$ cat config.mk
export PLATFORM = sky130hd
export DESIGN_NAME = alu_controller
export DESIGN_NICKNAME = d
export VERILOG_FILES = /design/src/rtl/alu_controller.sv
export SDC_FILE = /design/constraint.sdc
export NUM_CORES = 1
export LEC_CHECK = 0
export ABC_AREA = 0
export BUFFER_PORTS_ARGS = -buffer_cell sky130_fd_sc_hd__buf_2
export CELL_PAD_IN_SITES_DETAIL_PLACEMENT = 0
export CELL_PAD_IN_SITES_GLOBAL_PLACEMENT = 1
export CORE_UTILIZATION = 48
export CTS_CLUSTER_DIAMETER = 40
export DETAILED_ROUTE_END_ITERATION = 7
export PLACE_DENSITY = 0.95
export SYNTH_ARGS = -nofsm -noshare
export SYNTH_HDL_FRONTEND = slang
export SYNTH_SLANG_ARGS = --single-unit
$ cat constraint.sdc
create_clock -name clock -period 5.6 [get_ports clock]
set_input_delay 0.28 -clock clock [delete_from_list [all_inputs] [get_ports clock]]
set_output_delay 0.28 -clock clock [all_outputs]
set_load 0.05 [all_outputs]
$ cat src/rtl/alu_controller.sv
// One-hot controlled ALU: combinational result path plus a registered
// five-bit status word {err, ovf, neg, zero, carry}.
module alu_controller #(
    parameter int WIDTH = 16,
    parameter int OPW   = 9
) (
    input  logic             clock,
    input  logic             reset_n,
    input  logic [WIDTH-1:0] a,
    input  logic [WIDTH-1:0] b,
    input  logic [OPW-1:0]   op,
    output logic [WIDTH-1:0] result,
    output logic [4:0]       flags
);

    localparam int SHW = $clog2(WIDTH);

    localparam logic [OPW-1:0] OP_AND  = {{(OPW-1){1'b0}}, 1'b1};
    localparam logic [OPW-1:0] OP_OR   = OP_AND << 1;
    localparam logic [OPW-1:0] OP_XOR  = OP_AND << 2;
    localparam logic [OPW-1:0] OP_ADD  = OP_AND << 3;
    localparam logic [OPW-1:0] OP_SUB  = OP_AND << 4;
    localparam logic [OPW-1:0] OP_NOT  = OP_AND << 5;
    localparam logic [OPW-1:0] OP_SHL  = OP_AND << 6;
    localparam logic [OPW-1:0] OP_SHR  = OP_AND << 7;
    localparam logic [OPW-1:0] OP_PASS = OP_AND << 8;

    logic [WIDTH:0]   sum_s;
    logic [WIDTH:0]   diff_s;
    logic [WIDTH:0]   shl_ext_s;
    logic [WIDTH:0]   shr_ext_s;
    logic [SHW-1:0]   shamt_s;

    logic [WIDTH-1:0] result_s;
    logic             carry_s;
    logic             ovf_s;
    logic             err_s;
    logic [4:0]       flags_d;
    logic [4:0]       flags_q;

    // Arithmetic and shift datapaths; the extra bit carries carry/borrow or the last bit shifted out.
    always_comb begin
        shamt_s   = b[SHW-1:0];
        sum_s     = {1'b0, a} + {1'b0, b};
        diff_s    = {1'b0, a} - {1'b0, b};
        shl_ext_s = {1'b0, a} << shamt_s;
        shr_ext_s = {a, 1'b0} >> shamt_s;
    end

    // Operation decode; anything that is not exactly one-hot lands in default as an error.
    always_comb begin
        result_s = {WIDTH{1'b0}};
        carry_s  = 1'b0;
        ovf_s    = 1'b0;
        err_s    = 1'b0;
        case (op)
            OP_AND:  result_s = a & b;
            OP_OR:   result_s = a | b;
            OP_XOR:  result_s = a ^ b;
            OP_ADD: begin
                result_s = sum_s[WIDTH-1:0];
                carry_s  = sum_s[WIDTH];
                ovf_s    = (a[WIDTH-1] == b[WIDTH-1]) && (sum_s[WIDTH-1] != a[WIDTH-1]);
            end
            OP_SUB: begin
                result_s = diff_s[WIDTH-1:0];
                carry_s  = diff_s[WIDTH];
                ovf_s    = (a[WIDTH-1] != b[WIDTH-1]) && (diff_s[WIDTH-1] != a[WIDTH-1]);
            end
            OP_NOT:  result_s = ~a;
            OP_SHL: begin
                result_s = shl_ext_s[WIDTH-1:0];
                carry_s  = shl_ext_s[WIDTH];
            end
            OP_SHR: begin
                result_s = shr_ext_s[WIDTH:1];
                carry_s  = shr_ext_s[0];
            end
            OP_PASS: result_s = b;
            default: begin
                result_s = {WIDTH{1'b0}};
                err_s    = 1'b1;
            end
        endcase
    end

    // Next status word, packed as {err, ovf, neg, zero, carry}.
    always_comb begin
        flags_d = {err_s, ovf_s, result_s[WIDTH-1], (result_s == {WIDTH{1'b0}}), carry_s};
    end

    // Status register; reset clears it immediately and drops any pending update.
    always_ff @(posedge clock or negedge reset_n) begin
        if (!reset_n) begin
            flags_q <= 5'b00000;
        end else begin
            flags_q <= flags_d;
        end
    end

    assign result = result_s;
    assign flags  = flags_q;

endmodule

Yosys cells after proc, flatten, opt, wreduce, memory -nomap -nowiden --
Cells that the tools add are included.
Word-level totals: register bits after elaboration 5, output and inout bits 21, logic and storage cells 30
Operators by class: add/subtract/negate cells 2, equality and inequality tests 13, shifts and indexed selects 2, multiplexer cells 4, bitwise operators 4, reduce and logical (&&, ||, !) cells 4
Operators with widths (number):
- one-hot mux 16 bit (9 select lines) | 1
- adder 16 x 16 -> 17 bit | 1
- left shift 16 x 4 -> 17 bit | 1
- >> shifter 17 x 4 -> 17 bit | 1
- subtractor 16 x 16 -> 17 bit | 1
- AND 16 bit | 1
- logical NOT 16 bit | 1
- inverter 16 bit | 1
- bitwise OR 16 bit | 1
- XOR 16 bit | 1
- equality test 9 x 1 -> 1 bit, second input constant | 1
- equality test 9 x 2 -> 1 bit, second input constant | 1
- equality test 9 x 3 -> 1 bit, second input constant | 1
- equality test 9 x 4 -> 1 bit, second input constant | 1
- equality test 9 x 5 -> 1 bit, second input constant | 1
- equality test 9 x 6 -> 1 bit, second input constant | 1
- equality test 9 x 7 -> 1 bit, second input constant | 1
- equality test 9 x 8 -> 1 bit, second input constant | 1
- equality test 9 bit, second input constant | 1
- OR reduction 9 bit | 1
- one-hot mux 1 bit (4 select lines) | 1
- != test 1 bit | 3
- logical AND 1 bit | 2
- one-hot mux 1 bit (2 select lines) | 1
- other kinds (2) | 2

Depth between registers and ports, before layout --
depth after elaboration 4, mapped depth 14, mapped depth without buffers 12

Least setup slack after synthesis --
No wires, ideal clock.
kind input to register, start point input port b[2], end point register flags_q[1] (netlist: flags[1]), setup time 0.132 ns, data arrival time 4.111 ns, required time 5.468 ns, setup slack 1.356 ns, stages 12, buffers on the path 2, path through buf_2 -> buf_2 -> inv_2 -> ha_1 -> inv_1 -> a21oi_1 -> o31a_1 -> a31o_2 -> o31ai_2 -> o311ai_0 -> nand4b_1 -> a211oi_2
Between the ends: cells in the longest elaborated chain, start to end 3, elaborated cells on any way between the ends 9, classes of those cells add/sub (2); shift (2); mux (1); bitwise (3); reduce/logical (1)
Ends and longest elaborated chain:
- start, declared | RTL line 10 | input logic [WIDTH-1:0] b,
- subtractor 16 x 16 -> 17 bit, or another cell as far along | RTL line 45 | diff_s = {1'b0, a} - {1'b0, b};
- one-hot mux 16 bit (9 select lines) (*) | RTL line 56 | case (op)
- net result[13] | RTL line 12 | output logic [WIDTH-1:0] result,
- logical NOT 16 bit (*) | RTL line 89 | flags_d = {err_s, ovf_s, result_s[WIDTH-1], (result_s == {WIDTH{1'b0}}), carry_s};
- net flags_d[1] | RTL line 38 | logic [4:0] flags_d;
- end signal, assigned | RTL line 97 | flags_q <= flags_d;
- end, declared | RTL line 39 | logic [4:0] flags_q;
The timed path passes the listed nets; every way through them passes the cells marked *.

Worst setup path after layout --
start point input port b[3], end point output port result[15]
Between the ends: cells in the longest elaborated chain, start to end 2, elaborated cells on any way between the ends 5, classes of those cells add/sub (2); shift (2); mux (1)
Ends and longest elaborated chain (RTL line):
- subtractor 16 x 16 -> 17 bit, or another cell as far along | 45
- one-hot mux 16 bit (9 select lines) (*) | 56
- end, declared | 12
Mark *: on every way between the ends. The rest lies on a longest branch, timed or not.

==> flow_metrics.env <==
export IMPL_clkTransAtPathRegs_ns=0.04
export IMPL_synth_top_cell_area_share=0.131
export IMPL_die_y_um=103
export IMPL_fmax_ghz=0.247
export IMPL_setup_ws_ns=1.55
export IMPL_p_sw_w=0.000306
export IMPL_post_synth_top_area_cell="ha_1"
export IMPL_final_core_util=0.530
export IMPL_tightestPinTransition_ns=1.25
export IMPL_vias_per_cell=7.25
export IMPL_largest_reg_flops=5
export IMPL_slew_headroom=0.161
export IMPL_synth_seq_cells=5
export IMPL_avgSynthCellArea_um2=7.51
export IMPL_crit_arrival_ns=3.77
export IMPL_layout_drive_gt1_share=0.206
export IMPL_place_congestion=0.991
export IMPL_period_needed_ns=4.05
export IMPL_p_per_area_mw_per_mm2=107
export IMPL_initial_core_util=0.497
export IMPL_finalSetupTns_ns=0
export IMPL_crit_path_start_kind="input pin"
export IMPL_ir_drop_mv=0.109
export IMPL_core_mm2=0.00977
export IMPL_switching_share=0.553
export IMPL_first_iter_violations=768
export IMPL_preCtsSetupSlack_ns=1.52
export IMPL_multi_input_area_mm2=0.00427
export IMPL_cts_resized=0
export IMPL_cts_buffers=3
export IMPL_clkPwrFrac=0.119
export IMPL_remaining_drc_errors=0
export IMPL_crit_path_end="result[15]"
export IMPL_drt_pass1_iter_count=6
export IMPL_synth_distinct_cells=76
export IMPL_maxCapViolations=0
export IMPL_synth_edff_count=0
export IMPL_h_tree_depth=1
export IMPL_hpwl_um=14300
export IMPL_cts_max_path_buffers=2
export IMPL_crit_path_start="b[3]"
export IMPL_crit_path_end_kind="output port"
export IMPL_power_frac_seq=0.070
export IMPL_grt_usage=0.360
export IMPL_synth_warnings=0
export IMPL_status="finished clean"
export IMPL_required_ns=5.32
export IMPL_syn_area_mm2=0.00486
export IMPL_ys_seq_area_frac=0.0258
export IMPL_grt_pass1_wl_um=28800
export IMPL_grt_antenna_before_repair=0
export IMPL_grt_max_degree=43
export IMPL_synthTopCellsByArea="ha_1 13%, mux4_2 12%, mux2i_1 5.6%"
export IMPL_final_cell_mix="63 x buf_2, 53 x nor2_1, 51 x ha_1"
export IMPL_hold_violations=0
export IMPL_nets=763
export IMPL_seq_area_um2=125
export IMPL_postSynthCellCount=647
export IMPL_grt_pass1_vias=5159
export IMPL_min_path_type="in2async"
export IMPL_area_growth_pct=6.72
export IMPL_finalMaxSlewViolations=0
export IMPL_final_common_cell="buf_2"
export IMPL_vias=5794
export IMPL_cts_root_buf="clkbuf_8"
export IMPL_synthArstFlopShare=1.00
export IMPL_rsz0062_at_grt="no"
export IMPL_post_drt_wl_per_cell_um=23.7
export IMPL_leakage_nw=2.21
export IMPL_ys_flop_type="dfrtp_1"
export IMPL_std_cell_rows=36
export IMPL_dieWidth_um=103
export IMPL_cts_tree="done"
export IMPL_setup_viol=0
export IMPL_p_int_w=0.000247
export IMPL_routed_wl_um=19000
export IMPL_antenna_cells=0
export IMPL_portBuffers=63
export IMPL_synthesis_nets=743
export IMPL_pwr_share_comb=0.812
export IMPL_grt_remaining_overflow=0
export IMPL_drt_antenna_violating_nets=0
export IMPL_die_area_mm2=0.0105
export IMPL_critPathKind="in2out"
export IMPL_numClockSinks=5
export IMPL_finalCritPeriodShare=0.723
export IMPL_io_pins=64
export IMPL_fill_cells=981
export IMPL_cp_max_fo=24
[through the flow]
stage	hold slack (ns)	std cells	instance area (um^2)	total power, W
finish	0.423	799	5180	0.000553
global route	0.447	799	5180	0.000585
CTS	0.399	799	5180	0.000541
detailed placement	0.0961	794	5130	0.000473
global placement	0.0934	794	5130	0.000468
floorplan	-0.0156	647	4860	0.000361
[how the worst min path moves through the flow]
stage | endpoint | slack, ns | depth (start not counted)
6_report | flags[1] | 0.42 | 2
5_1_grt | flags[0] | 0.45 | 2
4_1_cts | flags[1] | 0.40 | 2
3_5_place_dp | flags[1] | 0.1 | 1
3_3_place_gp | flags[3] | 0.09 | 1
2_1_floorplan | flags[0] | -0.02 | 0
[kinds of logic after synthesis]
group / count (synthesis) / synth area share
multiplexers: 63 / 0.197
buffers and inverters: 106 / 0.0963
adder cells (fa/ha/maj): 53 / 0.140
AND/OR/NAND/NOR: 206 / 0.226
flip-flops: 5 / 0.0258
AO/OA/AOI/OAI: 214 / 0.316
[power groups by stage]
stage / clock network, W / logic (W) / registers [W]
floorplan: 0 / 0.000315 / 0.0000458
global placement: 0 / 0.000429 / 0.0000389
detailed placement: 0 / 0.000434 / 0.0000389
CTS: 0.0000667 / 0.000436 / 0.0000385
global route: 0.0000695 / 0.000477 / 0.0000388
finish: 0.0000657 / 0.000448 / 0.0000385
[per-layer routing]
metal  wire length, um  vias to the layer above  GRT usage
met4              1090                        0      0.192
met5                 0                        -          0
li1                  -                     2527          -
met2              8340                      466      0.564
met3              2300                       85     0.0610
met1              7230                     2716      0.471
[synth_stat cells, drive strengths merged, types with 5 or more instances]
library cell / instances
or4: 5
o21a: 5
o221ai: 5
o21ai: 27
mux2: 11
a2111oi: 6
o2111ai: 7
mux2i: 27
ha: 51
nor2: 53
buf: 31
mux4: 25
nor4: 13
clkbuf: 28
o211ai: 15
a31oi: 6
a21oi: 45
a221oi: 7
nand2: 38
o2bb2ai: 7
or3: 12
a21o: 8
o22ai: 6
a211o: 5
a22oi: 8
dfrtp: 5
nor3: 22
inv: 47
nand3: 13
o31a: 5
nand2b: 13
a211oi: 11
o31ai: 7
or2: 7
[repair_timing]
| item | in CTS | in global routing |
|---|---|---|
| hold buffers | 1 | 0 |
| endpoints found under the hold margin | 5 | 0 |
| setup buffers | 0 | 0 |
[worst max-delay path, cell delays in order]
cell and delay (ns):
buf_2 0.36, inv_1 0.37, ha_1 0.58, nand3_1 0.17
o2111ai_1 0.34, nand3_1 0.25, o41ai_1 0.61, and2_1 0.23
or3_1 0.15, a21o_1 0.14, buf_2 0.26
[final cells by class]
type / count / area share
Tap cell: 133 / 0.0321
Inverter: 47 / 0.0340
Sequential cell: 5 / 0.0241
Timing Repair Buffer: 74 / 0.0772
Clock buffer: 4 / 0.00869
Multi-Input combinational cell: 536 / 0.824
No activity file was read; power rests on OpenSTA's default activity.
